--- src/rtl/vga_timing_pkg.sv ---
// Shared 640x480@60 timing constants and small helpers for the VGA timing
// generator and for the pixel-generation logic that consumes its outputs.
package vga_timing_pkg;

    localparam int H_DISPLAY = 640;
    localparam int H_FRONT   = 16;
    localparam int H_SYNC    = 96;
    localparam int H_BACK    = 48;
    localparam int H_TOTAL   = H_DISPLAY + H_FRONT + H_SYNC + H_BACK;

    localparam int V_DISPLAY = 480;
    localparam int V_FRONT   = 10;
    localparam int V_SYNC    = 2;
    localparam int V_BACK    = 33;
    localparam int V_TOTAL   = V_DISPLAY + V_FRONT + V_SYNC + V_BACK;

    // 100 MHz system clock divided down to the 25 MHz pixel rate
    localparam int DIV_RATIO = 4;
    localparam int DIV_W     = 2;
    localparam int CNT_W     = 10;

    function automatic logic in_window(input logic [CNT_W-1:0] v,
                                       input logic [CNT_W-1:0] lo,
                                       input logic [CNT_W-1:0] hi);
        return (v >= lo) && (v <= hi);
    endfunction

endpackage

--- src/rtl/pixel_tick_div.sv ---
// Free-running divide-by-4 of the system clock; p_tick marks the last clk of
// each pixel, i.e. the edge on which the pixel counters advance.
module pixel_tick_div
    import vga_timing_pkg::*;
(
    input  logic clk,
    input  logic reset,
    output logic p_tick
);

    logic [DIV_W-1:0] div;

    always_ff @(posedge clk) begin
        if (reset) begin
            div <= '0;
        end else begin
            div <= div + 1'b1;
        end
    end

    assign p_tick = (div == DIV_W'(DIV_RATIO - 1));

endmodule

--- src/rtl/vga_timing_gen.sv ---
// VGA raster timing generator: pixel/line counters plus registered syncs,
// display-enable and frame pulse, all aligned to the same clk as x and y.
module vga_timing_gen
    import vga_timing_pkg::*;
#(
    parameter int H_DISP = vga_timing_pkg::H_DISPLAY,
    parameter int H_FP   = vga_timing_pkg::H_FRONT,
    parameter int H_SW   = vga_timing_pkg::H_SYNC,
    parameter int H_BP   = vga_timing_pkg::H_BACK,
    parameter int V_DISP = vga_timing_pkg::V_DISPLAY,
    parameter int V_FP   = vga_timing_pkg::V_FRONT,
    parameter int V_SW   = vga_timing_pkg::V_SYNC,
    parameter int V_BP   = vga_timing_pkg::V_BACK
)(
    input  logic             clk,
    input  logic             reset,
    output logic             hsync,
    output logic             vsync,
    output logic             video_on,
    output logic             p_tick,
    output logic [CNT_W-1:0] x,
    output logic [CNT_W-1:0] y,
    output logic             frame_tick
);

    localparam logic [CNT_W-1:0] X_MAX = CNT_W'(H_DISP + H_FP + H_SW + H_BP - 1);
    localparam logic [CNT_W-1:0] Y_MAX = CNT_W'(V_DISP + V_FP + V_SW + V_BP - 1);
    localparam logic [CNT_W-1:0] HS_LO = CNT_W'(H_DISP + H_FP);
    localparam logic [CNT_W-1:0] HS_HI = CNT_W'(H_DISP + H_FP + H_SW - 1);
    localparam logic [CNT_W-1:0] VS_LO = CNT_W'(V_DISP + V_FP);
    localparam logic [CNT_W-1:0] VS_HI = CNT_W'(V_DISP + V_FP + V_SW - 1);
    localparam logic [CNT_W-1:0] X_VIS = CNT_W'(H_DISP);
    localparam logic [CNT_W-1:0] Y_VIS = CNT_W'(V_DISP);

    logic [CNT_W-1:0] x_next;
    logic [CNT_W-1:0] y_next;
    logic             frame_next;

    pixel_tick_div u_div (
        .clk    (clk),
        .reset  (reset),
        .p_tick (p_tick)
    );

    always_comb begin
        x_next     = x;
        y_next     = y;
        frame_next = 1'b0;
        if (p_tick) begin
            if (x == X_MAX) begin
                x_next = '0;
                if (y == Y_MAX) begin
                    y_next     = '0;
                    frame_next = 1'b1;
                end else begin
                    y_next = y + 1'b1;
                end
            end else begin
                x_next = x + 1'b1;
            end
        end
    end

    // Decoding next-state values keeps syncs and video_on in step with x/y.
    always_ff @(posedge clk) begin
        if (reset) begin
            x          <= '0;
            y          <= '0;
            hsync      <= 1'b1;
            vsync      <= 1'b1;
            video_on   <= 1'b1;
            frame_tick <= 1'b0;
        end else begin
            x          <= x_next;
            y          <= y_next;
            hsync      <= !in_window(x_next, HS_LO, HS_HI);
            vsync      <= !in_window(y_next, VS_LO, VS_HI);
            video_on   <= (x_next < X_VIS) && (y_next < Y_VIS);
            frame_tick <= frame_next;
        end
    end

endmodule
--- config.mk ---
export PLATFORM = sky130hd
export DESIGN_NAME = vga_timing_gen
export DESIGN_NICKNAME = d
export VERILOG_FILES = /design/src/rtl/vga_timing_pkg.sv /design/src/rtl/pixel_tick_div.sv /design/src/rtl/vga_timing_gen.sv
export SDC_FILE = /design/constraint.sdc
export NUM_CORES = 1
export LEC_CHECK = 0
export ABC_AREA = 1
export CAP_MARGIN = 40
export CORE_UTILIZATION = 45
export CTS_CLUSTER_SIZE = 40
export DETAILED_ROUTE_END_ITERATION = 12
export PLACE_DENSITY = 0.72
export SLEW_MARGIN = 10
export SYNTH_ARGS = -nofsm -noshare
export SYNTH_HDL_FRONTEND = slang
export SYNTH_SLANG_ARGS = --single-unit
--- constraint.sdc ---
create_clock -name clk -period 1.7 [get_ports clk]
set_input_delay 0.255 -clock clk [delete_from_list [all_inputs] [get_ports clk]]
set_output_delay 0.255 -clock clk [all_outputs]
set_load 0.1 [all_outputs]
==> reports/results.txt <==
The initial antenna violation count is 0, and the worst reg-to-reg setup slack is 90 ps. Once the floorplan was initialized, standard cells occupied 48.7% of the core. Sequential cells were found to cover 34.2% of the synthesized design area. Clock tree synthesis found a total of 26 sinks. Entering global routing, the biggest net connects 16 pins.

The depth of the CTS H-tree is 1. The number of max-slew violations in the final report is 0, and the final critical-path required period is 1610 ps. The gate count of the mapped netlist is 232. The reg-to-reg startpoint is y[0]. For this design, the slowest cell found on the critical path is sky130_fd_sc_hd__dfxtp_4. The via count of the first global-routing pass is 1309. The cell at the root of the clock tree is sky130_fd_sc_hd__clkbuf_4. The tools report the number of hold violations in the final report as 0.

For the total die area, the log shows 3620 um^2. At the pin with the least slew margin, the transition time is 286 ps. Power comes to 1.13 mW.

Pin placement for this block handled 27 I/O pins. Following the worst setup path forward leads to its endpoint at vsync. The number of nets in the synthesized netlist is 238.

The worst path uses 94.8% of the clock period. On the final layout, the worst hold slack is 448 ps. The post-DP HPWL is 2940 um. Uppermost metal layer occupied by signal nets: met4. Across the whole layout, storage elements account for 577 um^2. The count of port buffers added during placement came out at 26. The routed metal-1 wirelength came out at 1850 um. The number of library cell types mapped by synthesis was 28; the area of the core was 3130 um^2. After detailed routing, the number of vias per cell comes to 5.02. In this run the power density over the cells is 462 nW/um^2. The via count came out at 1605. The DRC violation count after routing was 0; the met2 wirelength from detailed routing was 1920 um. For the worst flop-to-flop path, the logic depth is 11.

For the number of filler instances in the final layout, the log shows 209. The element type at the critical path start is a flop. The run gives 449 uV as the worst vdd rail ir drop.

The run gives 0 as the reported max-cap violation count. The tools report the standard-cell row count as 20. Clock latency on the worst-skew pair, taken at its later pin, is 340 ps. TritonCTS built the clock tree. The critical path is of the reg2reg type. The logs give 6090 um for the first-pass GRT wire length and 0 for the setup-violating endpoint count in the final report. The run gives 244 um as the detailed-routed wire length on met3. Along the worst path, the maximum fanout reaches 6. For this run, the slowest stage of the critical path takes 400 ps.

The reg-to-reg critical path endpoint is vsync. The placer's final routability congestion estimate was 0.990. For this run the aggregate overflow at the end of global routing stands at 0. For the warning count from the yosys run, the log shows 0. The area occupied by multi-input gates came out at 987 um^2.

After the first detailed-routing iteration, the DRC count stood at 104. Count of hold-fix buffers inserted at cts: 0. The tools report the source of the critical timing path as y[0].

The total routing usage reported by global routing is 22.8%. The mean instance size in the synthesized netlist is 6.57 um^2, and the maximum clock skew at final layout is 5.08 ps. The startpoint identified for the worst hold timing path is u_div.div[0].

The synthesized netlist occupies a cell area of 1520 um^2. The total of flip-flops plus latches after synthesis was 26. In this run the tightest slew margin relative to its limit is 80.9%.

Once detail routing completed, the nets flagged for antenna violations numbered 0. The total wirelength of the detailed-routed design was 4060 um; the area growth from synthesis to layout was 60.0%. In the final layout, the share of cells above drive strength 1 is 40.6%. The worst setup path is captured at a flop. The clock buffer count from CTS is 3, and the number of iterations in the first detailed-routing pass is 4. Data on the critical path arrives at its endpoint at 1860 ps.

Traced cell by cell, the critical path runs through inv_4 > ha_4 > nand2_2 > nor2_1 > nand4_1 > o21ai_1 > nand2_1 > nand2_2 > nand2_2 > nor2_1 > nand3_1. The most numerous cell on the critical path is sky130_fd_sc_hd__nand2_2. STA puts the critical path data required time at 1950 ps.

At the end of the flow, the number of nets in the layout was 283. The repair_antennas step left the layout with diodes totalling 0. Dividing the detail-routed wire length by the instance count gives 12.7 um. The worst hold path belongs to the class reg2reg. Measured along the y axis, the die boundary spans 60.2 um. For this design the static power due to leakage is 1.04 nW. Measured along the x axis, the die boundary spans 60.2 um. Based on the critical path, the design can be clocked at up to 621 MHz. The flow ran to the end, and the final reports show no timing, DRC or antenna violations. Counting along the longest clock path gives a buffer depth of 2.

The clock transition at the registers of the reported paths works out to 150 ps.
[sequential cells by signal (all words and copies together), names as in the netlist]
name / flops
y: 10
hsync: 1
x: 10
frame_tick: 1
video_on: 1
u_div.div: 2
vsync: 1
[cells in the mapped netlist, drive strengths merged]
cell	instances	share of area [%]
nand2	72	19
nor2	40	13
inv	33	8.1
nand3	30	12
dfxtp	26	34
a21oi	6	2.0
nand4	5	2.1
ha	4	3.3
nor3	3	0.98
o21bai	3	1.7
buf	2	0.57
o21ai	2	0.66
xor2	2	1.1
a211oi	1	0.49
clkbuf	1	0.25
or2	1	0.41
xnor2	1	0.57
[logic make-up (layout without fill, tap and decap cells)]
kind of cell             after synthesis  after routing  share of synthesized area, %
buffers and inverters                 36             80                          8.95
XOR/XNOR                               3              3                          1.72
AO/OA/AOI/OAI                         12             12                          4.84
adder cells (fa/ha/maj)                4              4                          3.28
AND/OR/NAND/NOR                      151            151                          47.0
flip-flops                            26             26                          34.2
[cell type report]
type | instances | area share (%)
timing repair buffer | 43 | 26.2
inverter | 33 | 5.28
clock buffer | 3 | 0.924
tap | 44 | 2.26
clock inverter | 1 | 1.23
multi-input combinational | 170 | 40.5
sequential | 26 | 23.7
[cell usage in the layout, fill, tap and decap left out, types with 6 or more instances in the layout]
master,netlist,final
sky130_fd_sc_hd__nand3_2,3,6
sky130_fd_sc_hd__dfxtp_4,0,12
sky130_fd_sc_hd__inv_2,6,7
sky130_fd_sc_hd__a21oi_1,6,6
sky130_fd_sc_hd__nand3_1,25,22
sky130_fd_sc_hd__nor2_1,33,29
sky130_fd_sc_hd__nand2_1,69,63
sky130_fd_sc_hd__inv_1,27,24
sky130_fd_sc_hd__nand2_2,2,8
sky130_fd_sc_hd__buf_4,0,17
sky130_fd_sc_hd__nor2_2,4,6
sky130_fd_sc_hd__dfxtp_2,0,9
sky130_fd_sc_hd__buf_12,0,25
[through the flow]
stage	instance area [um^2]	worst slack (ps)	setup TNS (ps)	instances	util, %
6_report	2440	89.1	0	320	78.0
5_1_grt	2440	-17.3	-36.1	320	78.0
4_1_cts	2260	54.9	0	309	72.2
3_5_place_dp	2210	92.2	0	305	70.6
3_3_place_gp	2210	80.1	0	305	70.6
2_1_floorplan	1620	-18.6	-18.6	232	-
[worst min path at each step]
| stage | slack, ps | depth (start not counted) | to |
|---|---|---|---|
| 6_report | 450 | 1 | u_div.div[0] |
| 5_1_grt | 460 | 1 | u_div.div[0] |
| 4_1_cts | 490 | 1 | u_div.div[0] |
| 3_5_place_dp | 450 | 1 | u_div.div[0] |
| 3_3_place_gp | 440 | 1 | u_div.div[0] |
| 2_1_floorplan | 320 | 1 | x[7] |
[metal layers]
metal | global-route usage (%) | up-vias
met4 | 8.97 | 0
met3 | 4.76 | 5
met5 | 0 | -
li1 | - | 816
met1 | 33.1 | 729
met2 | 32.5 | 55
[report_power, final]
group / internal [mW] / switching [mW] / total [mW]
clock: 0.239 / 0.201 / 0.440
sequential: 0.597 / 0.00605 / 0.603
combinational: 0.0311 / 0.0520 / 0.0831
[timing repair]
item,CTS,global route
setup buffers,0,11
gates resized for setup,0,27
endpoints found under the setup margin,0,3
[critical path: cells and delay by family (launching register included)]
family | cells | cell delay [ps]
AND/OR/NAND/NOR | 8 | 770
flip-flops | 1 | 400
buffers and inverters | 1 | 70
AO/OA/AOI/OAI | 1 | 150
adder cells (fa/ha/maj) | 1 | 120
No activity file was read; power rests on OpenSTA's default activity.
